## src/rtl/flex_stp_pkg.sv

```systemverilog
// Shared definitions for the flexible serial-to-parallel deserialiser:
// shift-direction encodings and the word-length clamp.
package flex_stp_pkg;

   localparam logic DIR_MSB = 1'b1;
   localparam logic DIR_LSB = 1'b0;

   // A length of zero or one beyond the register width means "full width".
   function automatic int sanitise_len(input int word_len, input int num_bits);
      if ((word_len == 0) || (word_len > num_bits)) begin
         return num_bits;
      end else begin
         return word_len;
      end
   endfunction

endpackage

```

## src/rtl/flex_stp_hold.sv

```systemverilog
// One-entry valid/ready holding register. A word arriving while the slot
// is full and not being drained is dropped and flagged with a one-cycle overrun.
module flex_stp_hold
   import flex_stp_pkg::*;
#(
   parameter int WIDTH = 8
) (
   input  logic             clk,
   input  logic             n_rst,
   input  logic             clear_i,
   input  logic             load_i,
   input  logic [WIDTH-1:0] data_i,
   input  logic             ready_i,
   output logic [WIDTH-1:0] data_o,
   output logic             valid_o,
   output logic             overrun_o
);

   logic [WIDTH-1:0] data_q, data_d;
   logic             valid_q, valid_d;
   logic             ovr_q, ovr_d;

   // Holding-register state.
   always_ff @(posedge clk or negedge n_rst) begin
      if (!n_rst) begin
         data_q  <= {WIDTH{1'b0}};
         valid_q <= 1'b0;
         ovr_q   <= 1'b0;
      end else begin
         data_q  <= data_d;
         valid_q <= valid_d;
         ovr_q   <= ovr_d;
      end
   end

   // Load, drain, or drop-with-overrun; clear empties the slot but keeps the data.
   always_comb begin
      data_d  = data_q;
      valid_d = valid_q;
      ovr_d   = 1'b0;
      if (clear_i) begin
         valid_d = 1'b0;
      end else if (load_i) begin
         if (!valid_q || ready_i) begin
            data_d  = data_i;
            valid_d = 1'b1;
         end else begin
            ovr_d = 1'b1;
         end
      end else if (valid_q && ready_i) begin
         valid_d = 1'b0;
      end else begin
         valid_d = valid_q;
      end
   end

   assign data_o    = data_q;
   assign valid_o   = valid_q;
   assign overrun_o = ovr_q;

endmodule

```

## src/rtl/flex_stp_deser.sv

```systemverilog
// Run-time configurable serial-to-parallel deserialiser with word framing
// and a one-entry valid/ready output stage.
module flex_stp_deser
   import flex_stp_pkg::*;
#(
   parameter  int   NUM_BITS  = 8,
   parameter  logic RESET_BIT = 1'b1,
   localparam int   CNT_W     = $clog2(NUM_BITS + 1)
) (
   input  logic                clk,
   input  logic                n_rst,
   input  logic                clear,
   input  logic                shift_enable,
   input  logic                serial_in,
   input  logic                msb_first,
   input  logic [CNT_W-1:0]    word_len,
   input  logic                word_ready,
   output logic [NUM_BITS-1:0] parallel_live,
   output logic [CNT_W-1:0]    bit_cnt,
   output logic [NUM_BITS-1:0] word_out,
   output logic                word_valid,
   output logic                overrun
);

   localparam logic [NUM_BITS-1:0] SR_RESET  = {NUM_BITS{RESET_BIT}};
   localparam logic [CNT_W-1:0]    LEN_RESET = CNT_W'(NUM_BITS);

   logic [NUM_BITS-1:0] sr_q, sr_d;
   logic [CNT_W-1:0]    cnt_q, cnt_d;
   logic                cur_msb_q, cur_msb_d;
   logic [CNT_W-1:0]    cur_len_q, cur_len_d;

   logic                mode_msb_s;
   logic [CNT_W-1:0]    mode_len_s;
   logic [CNT_W-1:0]    shamt_s;
   logic [NUM_BITS-1:0] sr_shift_s;
   logic [NUM_BITS-1:0] mask_s;
   logic [NUM_BITS-1:0] word_s;
   logic                complete_s;

   // Shift register, bit counter and latched word mode.
   always_ff @(posedge clk or negedge n_rst) begin
      if (!n_rst) begin
         sr_q      <= SR_RESET;
         cnt_q     <= {CNT_W{1'b0}};
         cur_msb_q <= DIR_MSB;
         cur_len_q <= LEN_RESET;
      end else begin
         sr_q      <= sr_d;
         cnt_q     <= cnt_d;
         cur_msb_q <= cur_msb_d;
         cur_len_q <= cur_len_d;
      end
   end

   // The first bit of a word picks up the live mode inputs; later bits use the latch.
   always_comb begin
      if (cnt_q == {CNT_W{1'b0}}) begin
         mode_msb_s = msb_first;
         mode_len_s = CNT_W'(sanitise_len(int'(word_len), NUM_BITS));
      end else begin
         mode_msb_s = cur_msb_q;
         mode_len_s = cur_len_q;
      end

      if (mode_msb_s == DIR_MSB) begin
         sr_shift_s = {sr_q[NUM_BITS-2:0], serial_in};
      end else begin
         sr_shift_s = {serial_in, sr_q[NUM_BITS-1:1]};
      end

      shamt_s = LEN_RESET - mode_len_s;
      mask_s  = {NUM_BITS{1'b1}} >> shamt_s;
      if (mode_msb_s == DIR_MSB) begin
         word_s = sr_shift_s & mask_s;
      end else begin
         word_s = (sr_shift_s >> shamt_s) & mask_s;
      end

      complete_s = shift_enable && !clear && (cnt_q == (mode_len_s - CNT_W'(1)));
   end

   // Next-state: clear wins over a shift in the same cycle.
   always_comb begin
      sr_d      = sr_q;
      cnt_d     = cnt_q;
      cur_msb_d = cur_msb_q;
      cur_len_d = cur_len_q;
      if (clear) begin
         sr_d      = SR_RESET;
         cnt_d     = {CNT_W{1'b0}};
         cur_msb_d = DIR_MSB;
         cur_len_d = LEN_RESET;
      end else if (shift_enable) begin
         sr_d      = sr_shift_s;
         cur_msb_d = mode_msb_s;
         cur_len_d = mode_len_s;
         if (complete_s) begin
            cnt_d = {CNT_W{1'b0}};
         end else begin
            cnt_d = cnt_q + CNT_W'(1);
         end
      end else begin
         sr_d = sr_q;
      end
   end

   flex_stp_hold #(
      .WIDTH (NUM_BITS)
   ) u_hold (
      .clk       (clk),
      .n_rst     (n_rst),
      .clear_i   (clear),
      .load_i    (complete_s),
      .data_i    (word_s),
      .ready_i   (word_ready),
      .data_o    (word_out),
      .valid_o   (word_valid),
      .overrun_o (overrun)
   );

   assign parallel_live = sr_q;
   assign bit_cnt       = cnt_q;

endmodule

```

## config.mk

```make
export PLATFORM = sky130hd
export DESIGN_NAME = flex_stp_deser
export DESIGN_NICKNAME = d
export VERILOG_FILES = /design/src/rtl/flex_stp_pkg.sv /design/src/rtl/flex_stp_hold.sv /design/src/rtl/flex_stp_deser.sv
export SDC_FILE = /design/constraint.sdc
export NUM_CORES = 1
export LEC_CHECK = 0
export BUFFER_PORTS_ARGS = -buffer_cell sky130_fd_sc_hd__buf_4
export CORE_MARGIN = 1.5
export CORE_UTILIZATION = 40
export DETAILED_ROUTE_END_ITERATION = 8
export PLACE_DENSITY = 0.59
export SLEW_MARGIN = 40
export SYNTH_ARGS = -nofsm -noshare
export SYNTH_HDL_FRONTEND = slang
export SYNTH_SLANG_ARGS = --single-unit
```

## constraint.sdc

```tcl
create_clock -name clk -period 3.9 [get_ports clk]
set_input_delay 0.39 -clock clk [delete_from_list [all_inputs] [get_ports clk]]
set_output_delay 0.39 -clock clk [all_outputs]
set_load 0.02 [all_outputs]
```

==> implementation parameters <==
Parameter                              Value

Global route
  Initial antenna violation count    0
  Pin count of the biggest net entering global routing    34
  Global Route Usage Sum    0.196
  Congestion Overflow GR    0
  Global-route wire length before repair    approximately 8000 um
  Via count of the first global-routing pass    around 1600

Logic synthesis
  Share of synthesized registers carrying an async set or reset    1.00
  Post-synth net total    between 200 and 250
  Dominant cell type by area after synthesis    dfrtp_1
  Synthesized area per cell    9.28 sq um
  Cell Area, Synth    just under 0.002 sq mm
  Most common cell in the synthesized netlist    dfrtp_1
  Top cells by count, synth    dfrtp_1 (17), nor2_1 (16), clkbuf_1 (14), mux2i_1 (14), nand2_1 (14)
  Distinct cell type count after synthesis    43
  Number of synthesized register bits    27
  Share of the synthesized area in the top cell type    0.215
  Synth warnings    0
  Fraction of the yosys area taken by sequential cells    0.348
  Biggest area contributors in the synthesized netlist    dfrtp_1 (22%), dfstp_2 (13%), mux2i_1 (7.1%), ha_1 (3.8%), a211o_1 (3.5%)
  Post-Syn Instances    between 200 and 250
  Number of enable-type register cells in the synthesized netlist    0
  Synth Flop Type    dfrtp_1

STA
  Achievable Freq    approximately 0.28 GHz
  Max-slew violation count    0
  Sum of negative setup slack    0 ps
  Headroom to the max-slew limit    0.637
  Time the final worst path needs with I/O delays and setup    roughly 3600 ps
  Slew @ Worst Pin    roughly 540 ps
  Final worst clock skew    between 8 and 9 ps
  Final Hold Viols    0
  Final period util    0.911
  Final count of negative-setup-slack endpoints    0
  RSZ-0062 raised after global routing    no

Setup path
  Cell-by-cell listing of the critical path    inv_1 -> ha_1 -> or3b_2 -> a21oi_1 -> ha_1 -> inv_1 -> ha_1 -> xor2_1 -> nor3b_1 -> nand3_1 -> nor3b_1 -> o2111ai_1 -> o2111ai_1
  Data arrival time of the critical path    ~3700 ps
  Critical path startpoint    bit_cnt[0]
  Crit Reg-Reg Endpoint    u_hold.data_o[1]
  Delay of the slowest cell on the worst path    510 ps
  Kind of start point of the critical path    flip-flop
  Peak fanout along the critical path    6
  Critical Path Sink Type    flip-flop
  Critical path destination    u_hold.data_o[1]
  Worst flop-to-flop path startpoint    bit_cnt[0]
  WP data required    4090 ps
  Register-to-Register Setup Slack    ~350 ps
  CP Class    reg -> reg
  Library cell appearing most often on the critical path    ha_1
  Depth of the worst register-to-register path    13
  Worst-path cell with the longest stage delay    or3b_2

Routing
  Total via count after detailed routing    1695
  Remaining routing DRC violations    0
  Post-Route WL    4890 um
  Final antenna-violating net count    0
  DR vias/cell    5.58
  Number of DRC markers in iteration 0    ~170
  Number of search-and-repair iterations in the first detailed-routing pass    4
  Routed len/inst    around 16 um

Worst hold path
  Worst min-delay path class    in -> async

Clock network
  CTS Root Cell    clkbuf_8
  Clock tree from TritonCTS    yes
  Clock Sinks    27
  Clock-pin slew on the worst setup and hold paths    roughly 100 ps
  Number of buffers inserted during clock tree synthesis    3
  Buffer levels on the longest clock path    2
  Count of H-tree levels built during CTS    1
  Count of buffers added by post-CTS timing repair for setup    0
  Clock Latency Late Sink    about 280 ps

Placed design
  Cell area reported after detailed placement    between 0.002 and 0.0025 sq mm
  Buffers on Ports    32
  Post-detail-place hpwl    3520 um
  Final weighted congestion in routability-driven placement    0.885

Die
  Die H    approximately 73 um
  Die X    73.3 um
  Full die area    around 0.0054 sq mm
  Core ar.    approximately 0.0048 sq mm
  Effective utilization at floorplan    0.416
  Ports    33
  Number of standard-cell rows in the floorplan    25

Power and ir drop
  Total Power Consumption    just over 0.9 mW
  Static leakage    ~1.0 nW
  PD cells    about 400 mW/mm^2
  Maximum vdd ir drop    roughly 0.00025 V

Flow run
  Max Cap Violations    0

Finish
  Post-route design area    around 0.0023 sq mm
  Number of nets in the finished design    approximately 260
  Area overhead of the layout relative to synthesis    16.9%
  Ratio of cells with drive above 1 in the final layout    0.270
  Antenna fix cells    0

Run status
  Result of the run    complete, no violations
kinds of logic (layout without fill, tap and decap cells):
group	count (synthesis)	in the layout	share of synthesized area
AO/OA/AOI/OAI	51	51	0.185
XOR/XNOR	6	6	0.0266
adder cells (fa/ha/maj)	6	6	0.0380
flip-flops	27	27	0.348
AND/OR/NAND/NOR	73	73	0.197
multiplexers	25	25	0.151
buffers and inverters	25	49	0.0551
worst min-delay path by stage:
stage	endpoint	slack [ps]	depth (start not counted)
after global routing	cur_len_q[0]	20	1
final	cur_len_q[0]	2	1
after detailed placement	cur_len_q[0]	330	1
after CTS	cur_len_q[0]	10	1
after floorplan	bit_cnt[0]	90	0
after global placement	cur_len_q[0]	330	1
state kept, by name, summed over array words and instances (netlist names):
name and flops:
parallel_live 8, bit_cnt 4, u_hold.data_o 8, u_hold.valid_o 1, u_hold.overrun_o 1, cur_len_q 4
cur_msb_q 1
metrics by stage:
stage               cells  utilization  hold slack, ps  setup WS [ps]
floorplan             213            -            94.4           57.7
global placement      300        0.474             326            305
detailed placement    300        0.474             330            218
CTS                   304        0.485            11.7            195
global route          304        0.486            16.0           1.04
finish                304        0.486            2.30            349
final cells by class:
cell class | instances | area [sq um]
Sequential cell | 27 | 688
Clock buffer | 3 | 41.3
Inverter | 9 | 33.8
Fill cell | 479 | 2440
Timing Repair Buffer | 36 | 270
Tap cell | 67 | 83.8
Clock inverter | 1 | 7.51
Multi-Input combinational cell | 161 | 1190
power breakdown:
group / internal [mW] / total (mW) / switching, mW
Clock: 0.0728 / 0.170 / 0.0967
Combinational: 0.173 / 0.389 / 0.216
Sequential: 0.330 / 0.371 / 0.0405
critical path: cells and delay by family (launching register included):
family	cells	cell delay, ps
adders and majority gates	3	660
AOI/OAI and AO/OA	3	660
buffers and inverters	2	160
xor gates and xnor gates	1	190
and+or+nand+nor	4	1310
DFF	1	470
placed cells by master, fill, tap and decap left out, types with 5 or more instances in the layout:
master,synthesis,layout
buf_4,0,36
a21oi_1,10,10
nor2_1,16,16
dfrtp_1,17,17
a211o_1,8,8
ha_1,6,6
dfstp_2,10,10
nand2_1,14,14
o21ai_0,9,9
nor3_1,6,6
inv_1,9,9
nor3b_1,8,8
mux2i_1,14,14
nand3_1,5,5
nor2b_1,9,9
routing by layer:
metal,wire [um],track usage
met1,2500,0.289
met2,2180,0.302
met3,154,0.0343
met4,59,0.0412
met5,0,0
timing repair:
item / CTS / global route
hold buffers: 0 / 0
resized for setup: 0 / 1
setup endpoints to repair: 0 / 2
No activity file was read; power rests on OpenSTA's default activity.
